$ cat src/rtl/fifo_wr_arbiter.sv
// Round-robin arbiter sharing one FIFO write port among NREQ valid/ready producers.
// Owners keep the port for bursts of up to MAX_BURST beats, then the grant rotates.
// The port is never written while the FIFO reports full.
module fifo_wr_arbiter #(
    parameter int unsigned NREQ      = 4,
    parameter int unsigned DW        = 8,
    parameter int unsigned MAX_BURST = 4
) (
    input  logic                      clk,
    input  logic                      rst,
    input  logic [NREQ-1:0]           req_valid,
    input  logic [NREQ*DW-1:0]        req_data,
    output logic [NREQ-1:0]           req_ready,
    input  logic                      fifo_full,
    output logic                      fifo_we,
    output logic [DW-1:0]             fifo_data_in,
    output logic [$clog2(NREQ)-1:0]   grant_id,
    output logic                      busy
);

    localparam int unsigned IW = $clog2(NREQ);
    localparam int unsigned CW = $clog2(MAX_BURST + 1);

    typedef enum logic {
        IDLE  = 1'b0,
        GRANT = 1'b1
    } state_t;

    state_t          state_q, state_d;
    logic [IW-1:0]   owner_q, owner_d;
    logic [IW-1:0]   rr_q, rr_d;
    logic [CW-1:0]   cnt_q, cnt_d;

    logic [DW-1:0]   req_arr [NREQ];
    logic [IW-1:0]   arb_base;
    logic [IW-1:0]   cand;
    logic [IW-1:0]   pick;
    logic            found;
    logic            beat;
    logic            burst_end;

    // Unpack the flat requester data bus into one word per requester.
    always_comb begin
        for (int unsigned i = 0; i < NREQ; i++) begin
            req_arr[i] = req_data[i*DW +: DW];
        end
    end

    // Round-robin search: first valid requester after arb_base, arb_base itself last.
    always_comb begin
        arb_base = (state_q == GRANT) ? owner_q : rr_q;
        cand     = '0;
        pick     = '0;
        found    = 1'b0;
        for (int unsigned k = 1; k <= NREQ; k++) begin
            cand = IW'((32'(arb_base) + k) % NREQ);
            if (!found && req_valid[cand]) begin
                pick  = cand;
                found = 1'b1;
            end
        end
    end

    // State, owner, burst counter and round-robin pointer registers.
    always_ff @(posedge clk or negedge rst) begin
        if (!rst) begin
            state_q <= IDLE;
            owner_q <= '0;
            rr_q    <= IW'(NREQ - 1);
            cnt_q   <= '0;
        end else begin
            state_q <= state_d;
            owner_q <= owner_d;
            rr_q    <= rr_d;
            cnt_q   <= cnt_d;
        end
    end

    // Next-state logic and write-port outputs; outputs follow the registered state.
    always_comb begin
        state_d      = state_q;
        owner_d      = owner_q;
        rr_d         = rr_q;
        cnt_d        = cnt_q;
        beat         = 1'b0;
        burst_end    = 1'b0;
        fifo_we      = 1'b0;
        req_ready    = '0;
        fifo_data_in = '0;
        grant_id     = '0;
        busy         = 1'b0;

        case (state_q)
            IDLE: begin
                if (found) begin
                    state_d = GRANT;
                    owner_d = pick;
                    cnt_d   = '0;
                end
            end

            GRANT: begin
                busy               = 1'b1;
                grant_id           = owner_q;
                fifo_data_in       = req_arr[owner_q];
                beat               = req_valid[owner_q] & ~fifo_full;
                fifo_we            = beat;
                req_ready[owner_q] = beat;

                if (beat) begin
                    cnt_d = cnt_q + CW'(1);
                end

                // A stalled owner with valid held keeps the grant indefinitely.
                burst_end = (beat && (cnt_q == CW'(MAX_BURST - 1))) || !req_valid[owner_q];

                if (burst_end) begin
                    rr_d  = owner_q;
                    cnt_d = '0;
                    if (found) begin
                        owner_d = pick;
                    end else begin
                        state_d = IDLE;
                    end
                end
            end

            default: begin
                state_d = IDLE;
            end
        endcase
    end

endmodule

$ cat config.mk
export PLATFORM = sky130hd
export DESIGN_NAME = fifo_wr_arbiter
export DESIGN_NICKNAME = d
export VERILOG_FILES = /design/src/rtl/fifo_wr_arbiter.sv
export SDC_FILE = /design/constraint.sdc
export NUM_CORES = 1
export LEC_CHECK = 0
export ABC_AREA = 0
export CORE_MARGIN = 4
export CORE_UTILIZATION = 38
export DETAILED_ROUTE_END_ITERATION = 8
export GPL_TIMING_DRIVEN = 0
export PLACE_DENSITY = 0.9
export RECOVER_POWER = 100
export SYNTH_ARGS = -nofsm -noshare
export SYNTH_HDL_FRONTEND = slang
export SYNTH_SLANG_ARGS = --single-unit
$ cat constraint.sdc
create_clock -name clk -period 4.4 [get_ports clk]
set_clock_uncertainty 0.1 [all_clocks]
set_input_delay 1.32 -clock clk [delete_from_list [all_inputs] [get_ports clk]]
set_output_delay 1.32 -clock clk [all_outputs]
set_load 0.05 [all_outputs]
-- After elaboration in Yosys (flattened, before gate mapping)
Index checks and enable logic that the tools add are counted.
- register bits after elaboration: 8
- output and inout port bits: 16
- bits of input ports: 39
- logic and storage cells: 76
- bitwise gates (word level): 5
- multiplexer cells: 39
- reductions and logical operators: 12
- add/subtract/negate cells: 5
- equality and inequality tests: 4
- magnitude comparators: 7
- operator list (operator ; number):
    2-to-1 mux 8 bit ; 3
    binary-select mux 8 bit (select 2 bit) ; 1
    2-to-1 mux 2 bit ; 8
    < comparator 2 x 3 -> 1 bit, second input constant ; 5
    2-to-1 mux 1 bit ; 14
    binary-select mux 1 bit (select 2 bit) ; 5
    2-to-1 mux 3 bit ; 3
    one-hot mux 3 bit (2 select lines) ; 1
    logical AND 1 bit ; 5
    adder 2 x 1 -> 2 bit, second input constant ; 2
    adder 2 bit, second input constant ; 2
    AND 4 bit ; 1
    logical NOT 1 bit ; 4
    2-to-1 mux 4 bit ; 1
    one-hot mux 2 bit (2 select lines) ; 1
    AND reduction 2 bit ; 2
    adder 3 x 1 -> 3 bit, second input constant ; 1
    == test 3 x 2 -> 1 bit, second input constant ; 1
    >= comparator 3 bit, second input constant ; 1
    inequality test 3 x 1 -> 1 bit, second input constant ; 1
    NOT 2 -> 3 bit ; 1
    demux 1 bit (select 2 bit) ; 1
    >= comparator 2 x 1 -> 1 bit, second input constant ; 1
    inequality test 2 x 1 -> 1 bit, second input constant ; 1
    other kinds (5) ; 6

-- Longest topological paths before layout
Gate-level depths: netlist of the first run.
- depth after elaboration: 17
- gate-level depth with buffers: 6
- depth with buffers taken out: 6

-- Worst setup path after synthesis of the first run
OpenSTA, ideal clock, no wires.
- path kind: input to output
- from: in req_valid[1]
- to: out req_ready[2]
- data arrival time: 2925 ps
- buffers on the path: 0
- setup slack: 55 ps
- stages: 3
- cell sequence: mux4_2 -> nand3b_4 -> nor3b_1
- longest elaborated chain between the ends: 5
- ends and longest elaborated chain (element ; line ; RTL):
    from (decl) ; 11 ; input logic [NREQ-1:0] req_valid,
    binary-select mux 1 bit (select 2 bit) ; 106 ; beat = req_valid[owner_q] & ~fifo_full;
    2-to-1 mux 1 bit (not written as such) ; 106 ;
    AND 1 bit ; 106 ;
    AND 4 bit (no source line) ; - ;
    2-to-1 mux 4 bit ; 93 ; case (state_q)
    to (decl) ; 13 ; output logic [NREQ-1:0] req_ready,
No other way between the ends. The select of a mux whose other input is x is not followed.

-- Worst setup path in the final report of the first run
- from: in req_valid[3]
- to: out req_ready[3]
Same word-level chain as after synthesis.

==> out/qor.yml, run 1 <==
grt_usage: 0.171
ir_drop_uv: 478
r2r_start: "owner_q[1]$_DFFE_PN0P_"
clk_pin_slew_ns: 0.05
slew_headroom: 0.662
htree_levels: 1
io_buffers: 54
die_x_um: 54.9
p_leak_nw: 0.617
hold_viol: 0
ys_seq_area_frac: 0.242
sw_frac_of_total: 0.507
p_comb_frac: 0.791
synth_nets: 115
yosys.area.top_type: "dfrtp_1"
clkPwrFrac: 0.065
hold_buffers: 0
synthCells: 74
rows: 16
final_net_count: 175
synthesis.area_um2: 837
regArea_um2: 203
endpoint_kind: "output port"
crit_required_ns: 2.98
clk_latency_ns: 0.25
die_h_um: 54.9
vias: 828
crit_start: "req_valid[3]"
crit_path_start_kind: "primary input"
powerDensity_mw_per_mm2: 586
setup_viol: 0
post-route-min-period_ns: 4.36
firstDrtPassIters: 4
rrSetupSlack_ns: 2.50
totalWireLength_um: 2570
rsz0062_at_grt: "yes"
ys_types: 35
finalWeightedCongestion: 0.697
numCtsBuffers: 3
cts.sinks: 8
cts-root-buf: "clkbuf_4"
grt_max_degree: 11
hold_path.class: "register to register"
cap_violations: 0
start_util: 0.414
post-route-util: 0.701
grt_pass1_vias: 804
drt_iter0_drc: 13
synth_top_area_share: 0.179
p_int_w: 0.000410
seq_power_share: 0.144
reg2reg_depth: 5
fillers: 155
via_per_inst: 5.21
hold_depth: 1
holdWs_ns: 0.380
async_flop_share: 1.00
dpl.hpwl_um: 2140
drive_above_1_share: 0.220
crit_arrival_ns: 2.94
hold_end: "cnt_q[2]$_DFFE_PN0P_"
holdCritStartpoint: "cnt_q[2]$_DFFE_PN0P_"
reg2reg_to: "rr_q[1]$_DFFE_PN1P_"
synth_edf_count: 0
ios: 55
tightest_slew_ns: 0.505
synth_area_per_cell_um2: 11.3
clockBufferDepth: 2
drv_slew: 0
grt_pass1_wl_um: 3670
crit_type: "primary input to output port"
min_period_over_period: 0.991
gr-total-overflow: 0
diodes: 0
fmax_mhz: 229
path_max_fanout: 6
yosys_warnings: 0
multi_input_area_um2: 588
wl_per_cell_um: 16.2
synth-seq-cells: 8
antenna_found_initial: 0
die_area_mm2: 0.00302
postRouteAntennaNets: 0
cts_tree: "yes"
status: "complete, no violations"
route.detailed.drc: 0
synthTopCellsByArea: "dfrtp_1 18%, mux4_1 16%, mux4_2 11%, and2_1 7.5%, mux2_2 6.7%"
switchingPower_w: 0.000421
area.growth.synth_to_final_pct: 69.4
coreArea_mm2: 0.00202
synth-main-ff-cell: "dfrtp_1"
critical path, stage by stage:
cell	delay (ns)
clkdlybuf4s50_1	0.48
mux4_2	0.55
nand3b_4	0.14
inv_1	0.07
and3_1	0.18
buf_2	0.21
cells in the mapped netlist (2+ instances only):
| cell | count |
|---|---|
| and2_1 | 10 |
| dfrtp_1 | 6 |
| mux2_2 | 5 |
| mux4_1 | 5 |
| nand2_1 | 5 |
| mux4_2 | 4 |
| clkbuf_1 | 3 |
| inv_1 | 3 |
| dfstp_2 | 2 |
| ha_1 | 2 |
| nand3_2 | 2 |
| nor2_1 | 2 |
| nor3_1 | 2 |
| nor3b_1 | 2 |
power by group through the flow:
stage | logic, W | clock network (W) | registers (W)
6_report | 0.000657 | 0.0000537 | 0.000120
5_1_grt | 0.000700 | 0.0000607 | 0.000123
4_1_cts | 0.000672 | 0.0000570 | 0.000120
3_5_place_dp | 0.000695 | 0 | 0.000121
3_3_place_gp | 0.000680 | 0 | 0.000120
2_1_floorplan | 0.000498 | 0 | 0.000120
cell families after synthesis:
kind of cell / count (synthesis) / synth area share
muxes: 15 / 0.344
buffers and inverters: 9 / 0.0553
DFF: 8 / 0.242
AOI/OAI and AO/OA: 12 / 0.115
adders and majority gates: 2 / 0.0299
and+or+nand+nor: 28 / 0.214
how the worst max path moves through the flow:
stage | endpoint | cells past startpoint
floorplan | req_ready[2] | 3
global placement | req_ready[3] | 6
detailed placement | req_ready[3] | 6
CTS | req_ready[3] | 6
global route | req_ready[3] | 6
finish | req_ready[3] | 6
layout make-up:
type | instances | share of cell area
plain buffers | 6 | 0.0247
clock buffers | 3 | 0.0159
inverters | 3 | 0.00794
multi-input cells | 57 | 0.415
flip-flops and latches | 8 | 0.143
well taps | 27 | 0.0238
repair buffers | 55 | 0.370
repair_timing:
| item | 4_1_cts | 5_1_grt |
|---|---|---|
| setup buffers | 1 | 0 |
| endpoints found under the setup margin | 13 | 4 |
| cloned | 0 | 0 |
| resized for setup | 24 | 10 |
| hold endpoints to repair | 0 | 0 |
metal layers:
metal / up-vias / global-route usage / wire length (µm)
met4: 0 / 0.0648 / 10
met1: 386 / 0.189 / 1010
met3: 2 / 0.0402 / 329
li1: 400 / - / -
met5: - / 0 / 0
met2: 40 / 0.315 / 1230
metrics by stage:
step	cell area (µm²)	cells	total power (W)	TNS [ns]	setup slack, ns
6_report	1420	159	0.000830	0	0.0406
5_1_grt	1420	159	0.000883	-0.00542	-0.00542
4_1_cts	1440	159	0.000849	-0.0821	-0.0821
3_5_place_dp	1410	155	0.000816	-2.88	-0.510
3_3_place_gp	1410	155	0.000800	-2.47	-0.456
2_1_floorplan	837	74	0.000617	0	0.0554
state kept, by name, summed over array words and instances, names as in the netlist:
signal,count
cnt_q,3
rr_q,2
owner_q,2
state_q,1
cell usage in the layout, fill, tap and decap left out, drive strengths merged:
master         Yosys  routed
dfrtp              6       6
mux2               5       5
nor3b              2       2
dfstp              2       2
mux4               9       9
mux2i              1       1
ha                 2       2
dlygate4sd2        0       8
o21ai              2       2
nand2b             1       1
a22o               1       1
clkbuf             3       8
a2bb2oi            1       1
dlygate4sd3        0       9
nor2b              1       1
nor3               2       2
nand2              5       5
a21o               1       1
clkdlybuf4s15      0       1
nor2               3       3
a21boi             2       2
and3               1       1
a32o               1       1
clkdlybuf4s50      0      31
a31oi              1       1
buf                3       6
inv                3       3
a41oi              1       1
nand3b             1       1
o22a               1       1
and2              10      10
dlymetal6s2s       0       1
nand3              2       2
a21oi              1       1
Power figures use the tool's default switching activity.
==> run 2, diff against run 1 <==
--- a/config.mk
+++ b/config.mk
@@ -6,6 +6,7 @@
 export NUM_CORES = 1
 export LEC_CHECK = 0
 export ABC_AREA = 0
+export CAP_MARGIN = 40
 export CORE_MARGIN = 4
 export CORE_UTILIZATION = 38
 export DETAILED_ROUTE_END_ITERATION = 8
==> results of run 2 <==
Same layout as run 1: the final DEF is identical, and so are final timing and power.
==> run 3, diff against run 2 <==
--- a/config.mk
+++ b/config.mk
@@ -7,10 +7,10 @@
 export LEC_CHECK = 0
 export ABC_AREA = 0
 export CAP_MARGIN = 40
+export CORE_ASPECT_RATIO = 0.9
 export CORE_MARGIN = 4
 export CORE_UTILIZATION = 38
 export DETAILED_ROUTE_END_ITERATION = 8
-export GPL_TIMING_DRIVEN = 0
 export PLACE_DENSITY = 0.9
 export RECOVER_POWER = 100
 export SYNTH_ARGS = -nofsm -noshare
==> run 3 against run 2 <==
Net effect: power down 2.4%; setup slack gained 0.044 ns; die area barely moved; register-to-register slack lost 0.51 ns; sequential share of layout area rose by 0.36 points; combinational power decreased by 11%; cell count shrank 3.1%; global-route usage decreased by 0.60 points; hold slack barely moved; fmax rose by 1.0%; critical path type unchanged; largest power group unchanged.
==> out/qor.yml, run 3 (synthesis results as in run 1) <==
min_period_over_period: 0.981  # was 0.991
reg2reg_to: "rr_q[1]$_DFFE_PN1P_"  # unchanged
postRouteAntennaNets: 0  # unchanged
start_util: 0.417  # was 0.414
tightest_slew_ns: 0.695  # was 0.505 ns
numCtsBuffers: 3  # unchanged
finalWeightedCongestion: 0.757  # was 0.697
cap_violations: 0  # unchanged
wl_per_cell_um: 15.5  # was 16.2 µm
largest_reg_flops: 3  # unchanged
holdCritStartpoint: "cnt_q[2]$_DFFE_PN0P_"  # unchanged
drive_above_1_share: 0.209  # was 0.220
die_x_um: 57.5  # was 54.9 µm
via_per_inst: 5.38  # was 5.21
slew_headroom: 0.537  # was 0.662
crit_path_start_kind: "primary input"  # unchanged
powerDensity_mw_per_mm2: 586  # about the same
cts_tree: "yes"  # unchanged
finalPower_w: 0.000810  # was 0.000830 W
p_leak_nw: 0.576  # was 0.617 nW
diodes: 0  # unchanged
setup_viol: 0  # unchanged
clockBufferDepth: 2  # unchanged
totalWireLength_um: 2380  # was 2570 µm
rows: 15  # was 16
dpl.hpwl_um: 1970  # was 2140 µm
post-route-min-period_ns: 4.32  # was 4.36 ns
fmax_mhz: 232  # was 229 MHz
path_max_fanout: 6  # unchanged
hold_end: "cnt_q[2]$_DFFE_PN0P_"  # unchanged
ir_drop_uv: 478  # about the same
gr-total-overflow: 0  # unchanged
endpoint_kind: "output port"  # unchanged
drt_iter0_drc: 12  # was 13
crit_type: "primary input to output port"  # unchanged
route.detailed.drc: 0  # unchanged
io_buffers: 54  # unchanged
setup_tns_ns: 0  # unchanged
cts.sinks: 8  # unchanged
final_net_count: 171  # was 175
hold_path.class: "register to register"  # unchanged
die_h_um: 52.5  # was 54.9 µm
cts-root-buf: "clkbuf_4"  # unchanged
post-cts-setup-buffers: 0  # was 1
rsz0062_at_grt: "no"  # was yes
crit_arrival_ns: 2.90  # was 2.94 ns
grt_pass1_wl_um: 3810  # was 3670 µm
firstDrtPassIters: 4  # unchanged
vias: 828  # unchanged
hold_depth: 1  # unchanged
grt_usage: 0.165  # was 0.171
fillers: 165  # was 155
hold_viol: 0  # unchanged
crit_required_ns: 2.98  # about the same
regMostFlops: "cnt_q"  # unchanged
reg2reg_depth: 4  # was 5
rrSetupSlack_ns: 1.99  # was 2.50 ns
ios: 55  # unchanged
r2r_start: "owner_q[0]$_DFFE_PN0P_"  # was owner_q[1]$_DFFE_PN0P_
antenna_found_initial: 0  # unchanged
hold_buffers: 0  # unchanged
clk_pin_slew_ns: 0.05  # about the same
mostFrequentLayoutCell: "clkdlybuf4s50_1"  # unchanged
htree_levels: 1  # unchanged
final_cell_mix: "37 x clkdlybuf4s50_1, 10 x and2_1, 7 x clkbuf_1, 6 x dfrtp_1"  # was 31 x clkdlybuf4s50_1, 9 x and2_1, 9 x dlygate4sd3_1, 8 x dlygate4sd2_1, 6 x dfrtp_1
drv_slew: 0  # unchanged
grt_pass1_vias: 832  # was 804
reg_top3: "cnt_q x3, owner_q x2, rr_q x2"  # unchanged
clk_latency_ns: 0.25  # about the same
status: "complete, no violations"  # unchanged
die_area_mm2: 0.00302  # about the same
coreArea_mm2: 0.00201  # was 0.00202 mm²
grt_max_degree: 19  # was 11
area.growth.synth_to_final_pct: 65.2  # was 69.4%
cts_resized: 0  # was 24
run 3: cell types whose count changed in the layout (fill, tap and decap cells not counted), sizes merged:
cell / before / now
clkbuf: 8 / 14
clkdlybuf4s15: 1 / 0
clkdlybuf4s50: 31 / 37
dlygate4sd2: 8 / 0
dlygate4sd3: 9 / 4
dlymetal6s2s: 1 / 0
run 3: metrics by stage:
stage / area [µm²] / hold WS, ns / worst slack, ns / std cells / utilization
after CTS: 1430 / 0.381 / 0.0733 / 154 / 0.711
after global routing: 1380 / 0.392 / 0.0344 / 154 / 0.688
after global placement: 1400 / 0.362 / 0.130 / 150 / 0.698
after floorplan: 837 / 0.350 / 0.0554 / 74 / -
after detailed placement: 1400 / 0.371 / 0.0736 / 150 / 0.698
final: 1380 / 0.380 / 0.0847 / 154 / 0.688
run 3: layer usage:
layer	part of all wire	GRT usage	vias to the layer above
met1	0.37	0.178	382
met3	0.089	0.0443	8
li1	-	-	399
met2	0.52	0.306	39
met4	0.025	0.0656	0
met5	0	0	-
run 3: layout make-up:
type / instances / area, µm² / area share
tap: 25 / 31.3 / 0.0226
multi-input combinational: 57 / 576 / 0.416
timing repair buffer: 57 / 536 / 0.387
sequential: 8 / 203 / 0.147
inverter: 3 / 11.3 / 0.00814
clock buffer: 4 / 26.3 / 0.0190
run 3: how the worst max path moves through the flow:
| stage | startpoint | to | slack [ns] | cells after the start |
|---|---|---|---|---|
| 5_1_grt | req_valid[2] | req_ready[3] | 0.03 | 6 |
| 3_5_place_dp | req_valid[2] | req_ready[3] | 0.07 | 6 |
| 4_1_cts | req_valid[2] | req_ready[3] | 0.07 | 6 |
| 6_report | req_valid[2] | req_ready[3] | 0.08 | 6 |
| 3_3_place_gp | req_valid[2] | req_ready[3] | 0.13 | 6 |
| 2_1_floorplan | req_valid[1] | req_ready[2] | 0.06 | 3 |
run 3: where the power goes:
group,leakage (nW),internal (W),switching (W)
Combinational,0.467,0.000250,0.000334
Sequential,0.0941,0.000107,0.0000620
Clock,0.0150,0.0000345,0.0000228
run 3: critical path, cell delays in order:
cell,delay (ns)
clkdlybuf4s50_1,0.46
mux4_2,0.54
nand3b_4,0.13
inv_1,0.07
and3_1,0.19
buf_4,0.19
